[src/rtl/ps2_host_tx_if.sv]
// Command/status bundle between a command source and the PS/2 host transmitter.
interface ps2_host_tx_if;
    logic       tx_valid;
    logic [7:0] tx_data;
    logic       tx_ready;
    logic       busy;
    logic       rx_inhibit;
    logic       done;
    logic       ack_ok;
    logic       err_timeout;

    modport master (
        output tx_valid,
        output tx_data,
        input  tx_ready,
        input  busy,
        input  rx_inhibit,
        input  done,
        input  ack_ok,
        input  err_timeout
    );

    modport slave (
        input  tx_valid,
        input  tx_data,
        output tx_ready,
        output busy,
        output rx_inhibit,
        output done,
        output ack_ok,
        output err_timeout
    );
endinterface

[src/rtl/ps2_host_tx.sv]
// PS/2 host-to-device transmitter: request-to-send, start, 8 data bits LSB first,
// odd parity, stop, then samples the device ACK. Pads are open-drain, so the
// outputs are pull-low enables; 0 always means "release the line".
module ps2_host_tx #(
    parameter int INHIBIT_CYCLES = 5000,
    parameter int TIMEOUT_CYCLES = 750000
) (
    input  logic         clk,
    input  logic         clrn,
    ps2_host_tx_if.slave bus,
    input  logic         i_ps2_clk,
    input  logic         i_ps2_data,
    output logic         o_ps2_clk_oe,
    output logic         o_ps2_data_oe
);
    localparam int INH_W = $clog2(INHIBIT_CYCLES + 1);
    localparam int TO_W  = $clog2(TIMEOUT_CYCLES + 1);
    localparam logic [INH_W-1:0] INH_START = INH_W'(INHIBIT_CYCLES - 2);
    localparam logic [INH_W-1:0] INH_LAST  = INH_W'(INHIBIT_CYCLES - 1);
    localparam logic [TO_W-1:0]  TO_LIMIT  = TO_W'(TIMEOUT_CYCLES - 1);

    typedef enum logic [2:0] {
        IDLE,
        INHIBIT,
        RELEASE,
        SEND,
        ACK,
        WAIT_IDLE
    } state_t;

    state_t           r_state;
    logic [1:0]       r_clkSync;
    logic [1:0]       r_dataSync;
    logic             r_clkPrev;
    logic [7:0]       r_data;
    logic             r_parity;
    logic [3:0]       r_bitCnt;
    logic [INH_W-1:0] r_inhCnt;
    logic [TO_W-1:0]  r_toCnt;
    logic             r_clkOe;
    logic             r_dataOe;
    logic             r_ready;
    logic             r_busy;
    logic             r_done;
    logic             r_ackOk;
    logic             r_errTo;
    logic             r_ackNext;

    logic w_fall;
    logic w_clkHigh;
    logic w_dataHigh;
    logic w_accept;
    logic w_timedOut;

    assign w_clkHigh  = r_clkSync[1];
    assign w_dataHigh = r_dataSync[1];
    assign w_fall     = r_clkPrev & ~r_clkSync[1];
    assign w_accept   = bus.tx_valid & r_ready;
    assign w_timedOut = (r_toCnt == TO_LIMIT);

    // Two-flop synchronisers on both pads plus a delayed clock sample for edge detection.
    always_ff @(posedge clk or negedge clrn) begin
        if (!clrn) begin
            r_clkSync  <= 2'b11;
            r_dataSync <= 2'b11;
            r_clkPrev  <= 1'b1;
        end else begin
            r_clkSync  <= {r_clkSync[0], i_ps2_clk};
            r_dataSync <= {r_dataSync[0], i_ps2_data};
            r_clkPrev  <= r_clkSync[1];
        end
    end

    // Frame sequencer; every output is a register so the pads never glitch.
    always_ff @(posedge clk or negedge clrn) begin
        if (!clrn) begin
            r_state   <= IDLE;
            r_data    <= 8'h00;
            r_parity  <= 1'b0;
            r_bitCnt  <= 4'd0;
            r_inhCnt  <= '0;
            r_toCnt   <= '0;
            r_clkOe   <= 1'b0;
            r_dataOe  <= 1'b0;
            r_ready   <= 1'b1;
            r_busy    <= 1'b0;
            r_done    <= 1'b0;
            r_ackOk   <= 1'b0;
            r_errTo   <= 1'b0;
            r_ackNext <= 1'b0;
        end else begin
            r_done  <= 1'b0;
            r_errTo <= 1'b0;
            case (r_state)
                IDLE: begin
                    r_ready  <= 1'b1;
                    r_clkOe  <= 1'b0;
                    r_dataOe <= 1'b0;
                    if (w_accept) begin
                        r_data   <= bus.tx_data;
                        r_parity <= ~^bus.tx_data;
                        r_bitCnt <= 4'd0;
                        r_inhCnt <= '0;
                        r_toCnt  <= '0;
                        r_ackOk  <= 1'b0;
                        r_ready  <= 1'b0;
                        r_busy   <= 1'b1;
                        r_clkOe  <= 1'b1;
                        r_state  <= INHIBIT;
                    end
                end
                INHIBIT: begin
                    r_inhCnt <= r_inhCnt + INH_W'(1);
                    if (r_inhCnt == INH_START) begin
                        r_dataOe <= 1'b1;
                    end
                    if (r_inhCnt == INH_LAST) begin
                        r_clkOe <= 1'b0;
                        r_state <= RELEASE;
                    end
                end
                default: begin
                    r_toCnt <= r_toCnt + TO_W'(1);
                    if (w_timedOut) begin
                        r_clkOe  <= 1'b0;
                        r_dataOe <= 1'b0;
                        r_done   <= 1'b1;
                        r_errTo  <= 1'b1;
                        r_ackOk  <= 1'b0;
                        r_busy   <= 1'b0;
                        r_state  <= IDLE;
                    end else begin
                        case (r_state)
                            RELEASE: begin
                                if (w_fall) begin
                                    r_dataOe <= ~r_data[0];
                                    r_bitCnt <= 4'd1;
                                    r_state  <= SEND;
                                end
                            end
                            SEND: begin
                                if (w_fall) begin
                                    if (r_bitCnt < 4'd8) begin
                                        r_dataOe <= ~r_data[r_bitCnt[2:0]];
                                        r_bitCnt <= r_bitCnt + 4'd1;
                                    end else if (r_bitCnt == 4'd8) begin
                                        r_dataOe <= ~r_parity;
                                        r_bitCnt <= 4'd9;
                                    end else begin
                                        r_dataOe <= 1'b0;
                                        r_state  <= ACK;
                                    end
                                end
                            end
                            ACK: begin
                                if (w_fall) begin
                                    r_ackNext <= ~r_dataSync[1];
                                    r_state   <= WAIT_IDLE;
                                end
                            end
                            WAIT_IDLE: begin
                                if (w_clkHigh && w_dataHigh) begin
                                    r_done  <= 1'b1;
                                    r_ackOk <= r_ackNext;
                                    r_busy  <= 1'b0;
                                    r_state <= IDLE;
                                end
                            end
                            default: begin
                                r_state <= IDLE;
                            end
                        endcase
                    end
                end
            endcase
        end
    end

    assign bus.tx_ready    = r_ready;
    assign bus.busy        = r_busy;
    assign bus.rx_inhibit  = r_busy;
    assign bus.done        = r_done;
    assign bus.ack_ok      = r_ackOk;
    assign bus.err_timeout = r_errTo;
    assign o_ps2_clk_oe    = r_clkOe;
    assign o_ps2_data_oe   = r_dataOe;
endmodule

[src/flat_wrapper.sv]
// flat-port wrapper written by rule: the top's interface ports become plain ports
module ps2_host_tx_flat 
#(
    parameter int INHIBIT_CYCLES = 5000,
    parameter int TIMEOUT_CYCLES = 750000
)
  (clk, clrn, i_ps2_clk, i_ps2_data, o_ps2_clk_oe, o_ps2_data_oe, bus_tx_valid, bus_tx_data, bus_tx_ready, bus_busy, bus_rx_inhibit, bus_done, bus_ack_ok, bus_err_timeout);
  ps2_host_tx_if bus_i ();
  input  logic clk;
  input  logic clrn;
  input  logic i_ps2_clk;
  input  logic i_ps2_data;
  output logic o_ps2_clk_oe;
  output logic o_ps2_data_oe;
  input wire logic [$bits(bus_i.tx_valid)-1:0] bus_tx_valid;
  input wire logic [$bits(bus_i.tx_data)-1:0] bus_tx_data;
  output wire logic [$bits(bus_i.tx_ready)-1:0] bus_tx_ready;
  output wire logic [$bits(bus_i.busy)-1:0] bus_busy;
  output wire logic [$bits(bus_i.rx_inhibit)-1:0] bus_rx_inhibit;
  output wire logic [$bits(bus_i.done)-1:0] bus_done;
  output wire logic [$bits(bus_i.ack_ok)-1:0] bus_ack_ok;
  output wire logic [$bits(bus_i.err_timeout)-1:0] bus_err_timeout;
  assign bus_i.tx_valid = bus_tx_valid;
  assign bus_i.tx_data = bus_tx_data;
  assign bus_tx_ready = bus_i.tx_ready;
  assign bus_busy = bus_i.busy;
  assign bus_rx_inhibit = bus_i.rx_inhibit;
  assign bus_done = bus_i.done;
  assign bus_ack_ok = bus_i.ack_ok;
  assign bus_err_timeout = bus_i.err_timeout;
  ps2_host_tx #(.INHIBIT_CYCLES(INHIBIT_CYCLES), .TIMEOUT_CYCLES(TIMEOUT_CYCLES)) u_core (.clk(clk), .clrn(clrn), .bus(bus_i), .i_ps2_clk(i_ps2_clk), .i_ps2_data(i_ps2_data), .o_ps2_clk_oe(o_ps2_clk_oe), .o_ps2_data_oe(o_ps2_data_oe));
endmodule
[config.mk]
export PLATFORM = sky130hd
export DESIGN_NAME = ps2_host_tx_flat
export DESIGN_NICKNAME = d
export VERILOG_FILES = /design/src/rtl/ps2_host_tx_if.sv /design/src/rtl/ps2_host_tx.sv /design/src/flat_wrapper.sv
export SDC_FILE = /design/constraint.sdc
export NUM_CORES = 1
export LEC_CHECK = 0
export ABC_AREA = 1
export BUFFER_PORTS_ARGS = -buffer_cell sky130_fd_sc_hd__buf_4
export CAP_MARGIN = 20
export CORE_ASPECT_RATIO = 1.5
export CORE_UTILIZATION = 50
export CTS_CLUSTER_DIAMETER = 30
export DETAILED_ROUTE_END_ITERATION = 10
export PLACE_DENSITY = 0.66
export SETUP_SLACK_MARGIN = 0.15
export SYNTH_ARGS = -nofsm -noshare
export SYNTH_HDL_FRONTEND = slang
export SYNTH_SLANG_ARGS = --single-unit
[constraint.sdc]
create_clock -name clk -period 4.2 [get_ports clk]
set_input_delay 0.84 -clock clk [delete_from_list [all_inputs] [get_ports clk]]
set_output_delay 0.84 -clock clk [all_outputs]
set_load 0.03 [all_outputs]
==> metrics.cfg, run 1 <==
[status]
outcome = finished, violations left
failed_checks = DRC

[logic_synthesis]
mappedNetlistNets = 509
postSynthRegisterBits = 62
synthesis.area_um2 = 3600
post_synth_inst_count = 492
synth.yosys.seq_area_share_pct = 43.3
synth_cell_types = 32
syn_avg_cell_area_um2 = 7.32
synthesis.yosys.warnings = 0

[placement]
numPortBuffers = 20
dpl_cell_area_um2 = 3790
gp_congestion = 0.892
dp_worst_setup_slack_ps = 2040
hpwlAfterDp_um = 6100
post-place-cells = 581

[sta]
tns_ps = 0
worst_pin_slew_ps = 791
slew-limit-headroom_pct = 47.3
period_minus_ws_final_ps = 2150
finalMaxSlewViolations = 0
skew_ps = 12.7
worst_path_setup_slack_after_routing_ps = 2050
setup_viol = 0
final_hold_violation_count = 0
rsz_0062_raised_after_global_routing = false
hold-worst-slack_ps = 356
timing.final.crit_share_pct = 51.1
fmax_mhz = 466

[final_layout]
share_of_post_route_cells_with_drive_strength_above_1_pct = 14.8
finalNetCount = 531
fillCellCount = 679
num_antenna_cells = 0
synthToLayoutAreaGrowth_pct = 11.7
instances_no_fill = 597
layout.cell_area.non_filler_um2 = 4020

[clocking]
clock_latency_ps = 370
cts_num_sinks = 62
clock_tree_from_tritoncts = yes
cts-root-buf = sky130_fd_sc_hd__clkbuf_8
clkSlewWorstSetupHoldPaths_ps = 70
post_cts_resize_count = 0
htreeDepth = 3
max-clock-path-buffers = 2
cts_inserted_buffers = 9
cts_post_setup_buffers_inserted = 0
cts-hold-fix-buffers = 0

[global_route]
grt_start_max_net_pins = 63
grt_pass1_vias = 3271
number_of_antenna_violations_at_the_first_check_in_global_routing = 0
global_route_wire_length_before_repair_um = 14400
globalRoute.totalOverflow = 0
grt_util_all_layers_pct = 25.0

[power]
leak_pwr_nw = 1.86
powerDensity_nw_per_um2 = 663
max-vdd-ir-drop_mv = 0.365

[drt]
wl_per_cell_um = 13.9
detail_route.iter0.violations = 196
drt_pass1_iterations = 8
route.final.wire_length_um = 8320
drtAntennaViolNets = 0
drt_drc_violations_left = 3
post_drt_via_cell_ratio = 5.33
dr_total_vias = 3184

[critical_path]
startpoint_type = register
critPathSlowestCell = sky130_fd_sc_hd__inv_1
cp_data_arrival_time_ps = 2440
timing.critical_path.to_type = register
timing_worst_setup_path_type = register to register
crit_family = simple AND/OR/NAND/NOR gates
critical-path-max-stage-delay_ps = 500
critical_path.cell_chain = inv_2 > nand3_1 > inv_1 > nand3_1 > nor2_1 > nand2_1 > nor2_1 > nand2_1 > o21ai_0
crit_required_ps = 4490
timing.critical_path.fanout_max = 11
critical_path_buf_inv_count = 2

[floorplan]
core_area_um2 = 6900
chipWidth_um = 71.3
dieArea_um2 = 7560
io-pin-count = 21
chipHeight_um = 106
initial_core_util_pct = 52.2
placement_rows = 37

[worst_hold_path]
hp-class = register to register

[run]
max_cap_violations = 0

==> cell usage after synthesis (all sizes together) <==
cell	instances	area, um2
nand2	153	607
nor2	64	280
inv	57	216
dfrtp	56	1400
nand3	50	275
o21ai	41	205
nand4	12	75.1
buf	9	61.3
nor3	9	50.1
a21oi	7	35.0
dfstp	6	158
o22ai	6	37.5
xnor2	6	52.6
xor2	5	43.8
ha	4	50.1
a32o	2	20.0
a22oi	1	7.51
a31oi	1	6.26
o21bai	1	7.51
o31ai	1	7.51
or2	1	6.26
==> logic make-up (layout without fill, tap and decap cells) <==
family	count (synthesis)	count (layout)	share of synthesized area, %
adders and majority gates	4	4	1.39
xor gates and xnor gates	11	11	2.67
AOI/OAI and AO/OA	60	60	9.06
buffers and inverters	66	93	7.71
and+or+nand+nor	289	289	35.9
DFF	62	62	43.3
==> worst paths after layout <==
| kind | from | to | slack [ps] | cells after the start |
|---|---|---|---|---|
| min in group asynchronous | clrn | u_core.r_inhCnt[9] | 540 | 1 |
| max in group asynchronous | clrn | u_core.r_toCnt[18] | 3120 | 1 |
| worst min-delay path | u_core.r_dataSync[0] | u_core.r_dataSync[1] | 360 | 0 |
| worst min register to register | u_core.r_dataSync[0] | u_core.r_dataSync[1] | 360 | 0 |
| worst max-delay path | u_core.r_state[2] | u_core.r_inhCnt[11] | 2050 | 9 |
| worst max register to register | u_core.r_state[2] | u_core.r_inhCnt[11] | 2050 | 9 |
==> final cells by class <==
| cell class | count | area (um2) | share of cell area (%) |
|---|---|---|---|
| Sequential cell | 62 | 1560 | 38.7 |
| Timing Repair Buffer | 20 | 150 | 3.73 |
| Multi-Input combinational cell | 364 | 1770 | 43.9 |
| Tap cell | 78 | 97.6 | 2.43 |
| Inverter | 57 | 216 | 5.38 |
| Clock inverter | 3 | 65.1 | 1.62 |
| Clock buffer | 13 | 169 | 4.20 |
==> report_power, final <==
group,switching [mW],internal [mW]
Clock,0.240,0.382
Sequential,0.188,0.788
Combinational,0.731,0.340
==> sequential cells by signal, summed over array words and instances (netlist names) <==
| signal | count |
|---|---|
| u_core.bus.ack_ok | 1 |
| u_core.bus.busy | 1 |
| u_core.bus.done | 1 |
| u_core.bus.err_timeout | 1 |
| u_core.bus.tx_ready | 1 |
| u_core.o_ps2_clk_oe | 1 |
| u_core.o_ps2_data_oe | 1 |
| u_core.r_ackNext | 1 |
| u_core.r_bitCnt | 4 |
| u_core.r_clkPrev | 1 |
| u_core.r_clkSync | 2 |
| u_core.r_data | 8 |
| u_core.r_dataSync | 2 |
| u_core.r_inhCnt | 13 |
| u_core.r_parity | 1 |
| u_core.r_state | 3 |
| u_core.r_toCnt | 20 |
==> through the flow <==
step | power (mW) | util [%]
final | 2.67 | 58.3
after global routing | 2.89 | 58.3
after CTS | 2.69 | 58.3
after detailed placement | 2.06 | 54.9
after global placement | 2.03 | 54.9
after floorplan | 1.78 | -
==> layout by cell type, fill, tap and decap left out, types with 3 or more instances in the layout <==
| cell type | count |
|---|---|
| sky130_fd_sc_hd__nor2_2 | 7 |
| sky130_fd_sc_hd__nor2_1 | 54 |
| sky130_fd_sc_hd__nand3_2 | 5 |
| sky130_fd_sc_hd__xnor2_1 | 6 |
| sky130_fd_sc_hd__nand3_1 | 45 |
| sky130_fd_sc_hd__dfstp_2 | 6 |
| sky130_fd_sc_hd__nor3_1 | 8 |
| sky130_fd_sc_hd__ha_1 | 4 |
| sky130_fd_sc_hd__nand2_2 | 7 |
| sky130_fd_sc_hd__clkbuf_8 | 12 |
| sky130_fd_sc_hd__o21ai_1 | 15 |
| sky130_fd_sc_hd__o21ai_0 | 26 |
| sky130_fd_sc_hd__a21oi_1 | 7 |
| sky130_fd_sc_hd__buf_4 | 20 |
| sky130_fd_sc_hd__xor2_1 | 5 |
| sky130_fd_sc_hd__inv_1 | 47 |
| sky130_fd_sc_hd__nand2_1 | 144 |
| sky130_fd_sc_hd__nand4_1 | 12 |
| sky130_fd_sc_hd__inv_2 | 9 |
| sky130_fd_sc_hd__nor2_4 | 3 |
| sky130_fd_sc_hd__dfrtp_1 | 56 |
| sky130_fd_sc_hd__o22ai_1 | 6 |
==> per-layer routing <==
metal	global-route usage, %	vias up	share of wire (%)
met5	0	-	0
met4	15.4	0	4.1
met3	5.97	26	3.5
met2	43.9	69	52
met1	26.5	1455	40
li1	-	1634	-
Note: power is estimated with default switching activity, not from simulation.
==> inputs of run 2 (changes only) <==
- PLACE_DENSITY: 0.66 -> 0.69
- clock period: 4.2 -> 1.94 ns (I/O delays scaled with it)
==> run 2 against run 1 <==
The flow still finishes with violations (DRC). Hold slack worse by 210 ps. Sequential power is 120% higher. Via count up 3.4%. Clock power is 69% higher. Core utilization increased by 1.4 points. Die area unchanged. Final area up 2.3%. Sequential share of layout area fell by 0.79 points. Final cell count increased by 1.8%. Total power up 110%. Non-clock buffer count grew 11. Combinational power is 130% higher. Critical endpoint is now u_core.r_toCnt[13]. Largest power group unchanged. Highest routed layer unchanged.
==> metrics.cfg, run 2 (synthesis results as in run 1) <==
[drt]
detail_route.iter0.violations = 169
drtAntennaViolNets = 0
route.final.wire_length_um = 8600
dr_total_vias = 3293
drt_drc_violations_left = 1
wl_per_cell_um = 14.1
drt_pass1_iterations = 7
post_drt_via_cell_ratio = 5.42

[power]
max-vdd-ir-drop_mv = 0.810
powerDensity_nw_per_um2 = 1380
power_mw = 5.67
leak_pwr_nw = 1.89

[sta]
rsz_0062_raised_after_global_routing = true
slew-limit-headroom_pct = 72.2
tns_ps = 0
timing.final.crit_share_pct = 86.1
setup_viol = 0
hold-worst-slack_ps = 149
finalMaxSlewViolations = 0
worst_pin_slew_ps = 417
fmax_mhz = 599
period_minus_ws_final_ps = 1670
skew_ps = 6.29
final_hold_violation_count = 0

[critical_path]
startpoint_type = register
timing.critical_path.fanout_max = 4
crit_required_ps = 2170
timing_worst_setup_path_type = register to register
r2r_start = u_core.r_toCnt[1]
worst_r2r_setup_slack_ps = 270
timing.critical_path.to_type = register
regToRegEndpoint = u_core.r_toCnt[13]
cp_data_arrival_time_ps = 1900
worst_reg_to_reg_cells = 7

[final_layout]
synthToLayoutAreaGrowth_pct = 14.3
final_common_cell = sky130_fd_sc_hd__nand2_1
finalNetCount = 542
largestRegisters = u_core.r_toCnt: 20 flops, u_core.r_inhCnt: 13 flops, u_core.r_data: 8 flops
largest_register = u_core.r_toCnt
num_antenna_cells = 0
share_of_post_route_cells_with_drive_strength_above_1_pct = 17.7
largest_register_ff_count = 20
mostFrequentLayoutCells = 144 x sky130_fd_sc_hd__nand2_1, 53 x sky130_fd_sc_hd__nor2_1, 53 x sky130_fd_sc_hd__dfrtp_1

[global_route]
grt_util_all_layers_pct = 25.0
globalRoute.totalOverflow = 0
number_of_antenna_violations_at_the_first_check_in_global_routing = 0
global_route_wire_length_before_repair_um = 14300
grt_start_max_net_pins = 31
grt_pass1_vias = 3201

[floorplan]
io-pin-count = 21
initial_core_util_pct = 52.2
core_area_um2 = 6900
chipWidth_um = 71.3
dieArea_um2 = 7560
chipHeight_um = 106
placement_rows = 37

[worst_hold_path]
hold_path_startpoint = i_ps2_data
hp-class = primary input to register
hold-path-endpoint = u_core.r_dataSync[0]
min_path_cells = 1

[run]
max_cap_violations = 0

[status]
failed_checks = DRC
outcome = finished, violations left

[clocking]
clock_tree_from_tritoncts = yes
cts-root-buf = sky130_fd_sc_hd__clkbuf_8
htreeDepth = 3
cts_inserted_buffers = 9
clkSlewWorstSetupHoldPaths_ps = 70
cts_num_sinks = 62
clock_latency_ps = 350
max-clock-path-buffers = 2

[placement]
hpwlAfterDp_um = 6530
gp_congestion = 0.947
numPortBuffers = 20

==> run 2: changes by cell type in the layout (fill, tap and decap cells not counted), sizes merged <==
cell         delta
buf            +10
bufinv          -2
clkbuf          +2
dlygate4sd3     +1
==> run 2: timing repair <==
action                                 4_1_cts  5_1_grt
endpoints found under the hold margin       28        0
gates resized for setup                      0       13
hold buffers                                 1        0
setup endpoints to repair                    0       16
setup buffers                                0        3
==> run 2: routing by layer <==
metal | vias to the layer above | wire length (um) | GRT usage (%) | part of all wire [%]
li1 | 1658 | - | - | -
met5 | - | 0 | 0 | 0
met4 | 0 | 337 | 15.7 | 3.9
met3 | 20 | 193 | 3.98 | 2.2
met2 | 57 | 4750 | 45.9 | 55
met1 | 1558 | 3310 | 25.9 | 39
==> run 2: final cells by class <==
| type | count | area [um2] |
|---|---|---|
| repair buffers | 31 | 248 |
| fillers | 644 | 2780 |
| well taps | 78 | 97.6 |
| multi-input cells | 364 | 1810 |
| clock buffers | 15 | 176 |
| clock inverters | 1 | 5.00 |
| flip-flops and latches | 62 | 1560 |
| inverters | 57 | 216 |
==> run 2: critical path, cell delays in order, from the launching register on <==
cell	delay [ps]
sky130_fd_sc_hd__dfrtp_1	430
sky130_fd_sc_hd__nand3_1	210
sky130_fd_sc_hd__nor2_4	210
sky130_fd_sc_hd__nand2_1	90
sky130_fd_sc_hd__nor2_1	210
sky130_fd_sc_hd__nand3_1	150
sky130_fd_sc_hd__o21ai_0	170
sky130_fd_sc_hd__o21ai_1	70
==> run 2: metrics by stage <==
stage               area [um2]  std cells  utilization [%]  worst slack, ps
floorplan                 3600        492                -              471
global placement          3850        588             55.9              229
detailed placement        3850        588             55.9              179
CTS                       4050        605             58.7              165
global route              4120        608             59.7              139
finish                    4120        608             59.7              270
==> run 2: how the worst max path moves through the flow <==
stage | from | depth (start not counted) | endpoint | slack, ps
2_1_floorplan | u_core.r_toCnt[0] | 10 | u_core.r_state[0] | 470
3_3_place_gp | u_core.r_toCnt[0] | 10 | u_core.r_state[2] | 230
3_5_place_dp | u_core.r_toCnt[0] | 10 | u_core.r_state[1] | 180
4_1_cts | u_core.r_toCnt[0] | 10 | u_core.r_state[1] | 160
5_1_grt | u_core.r_toCnt[1] | 7 | u_core.r_toCnt[13] | 140
6_report | u_core.r_toCnt[1] | 7 | u_core.r_toCnt[13] | 270
==> run 2: where the power goes <==
part | internal [mW] | switching, mW
logic | 0.851 | 1.62
registers | 1.71 | 0.430
clock network | 0.568 | 0.483
total | 3.13 | 2.54
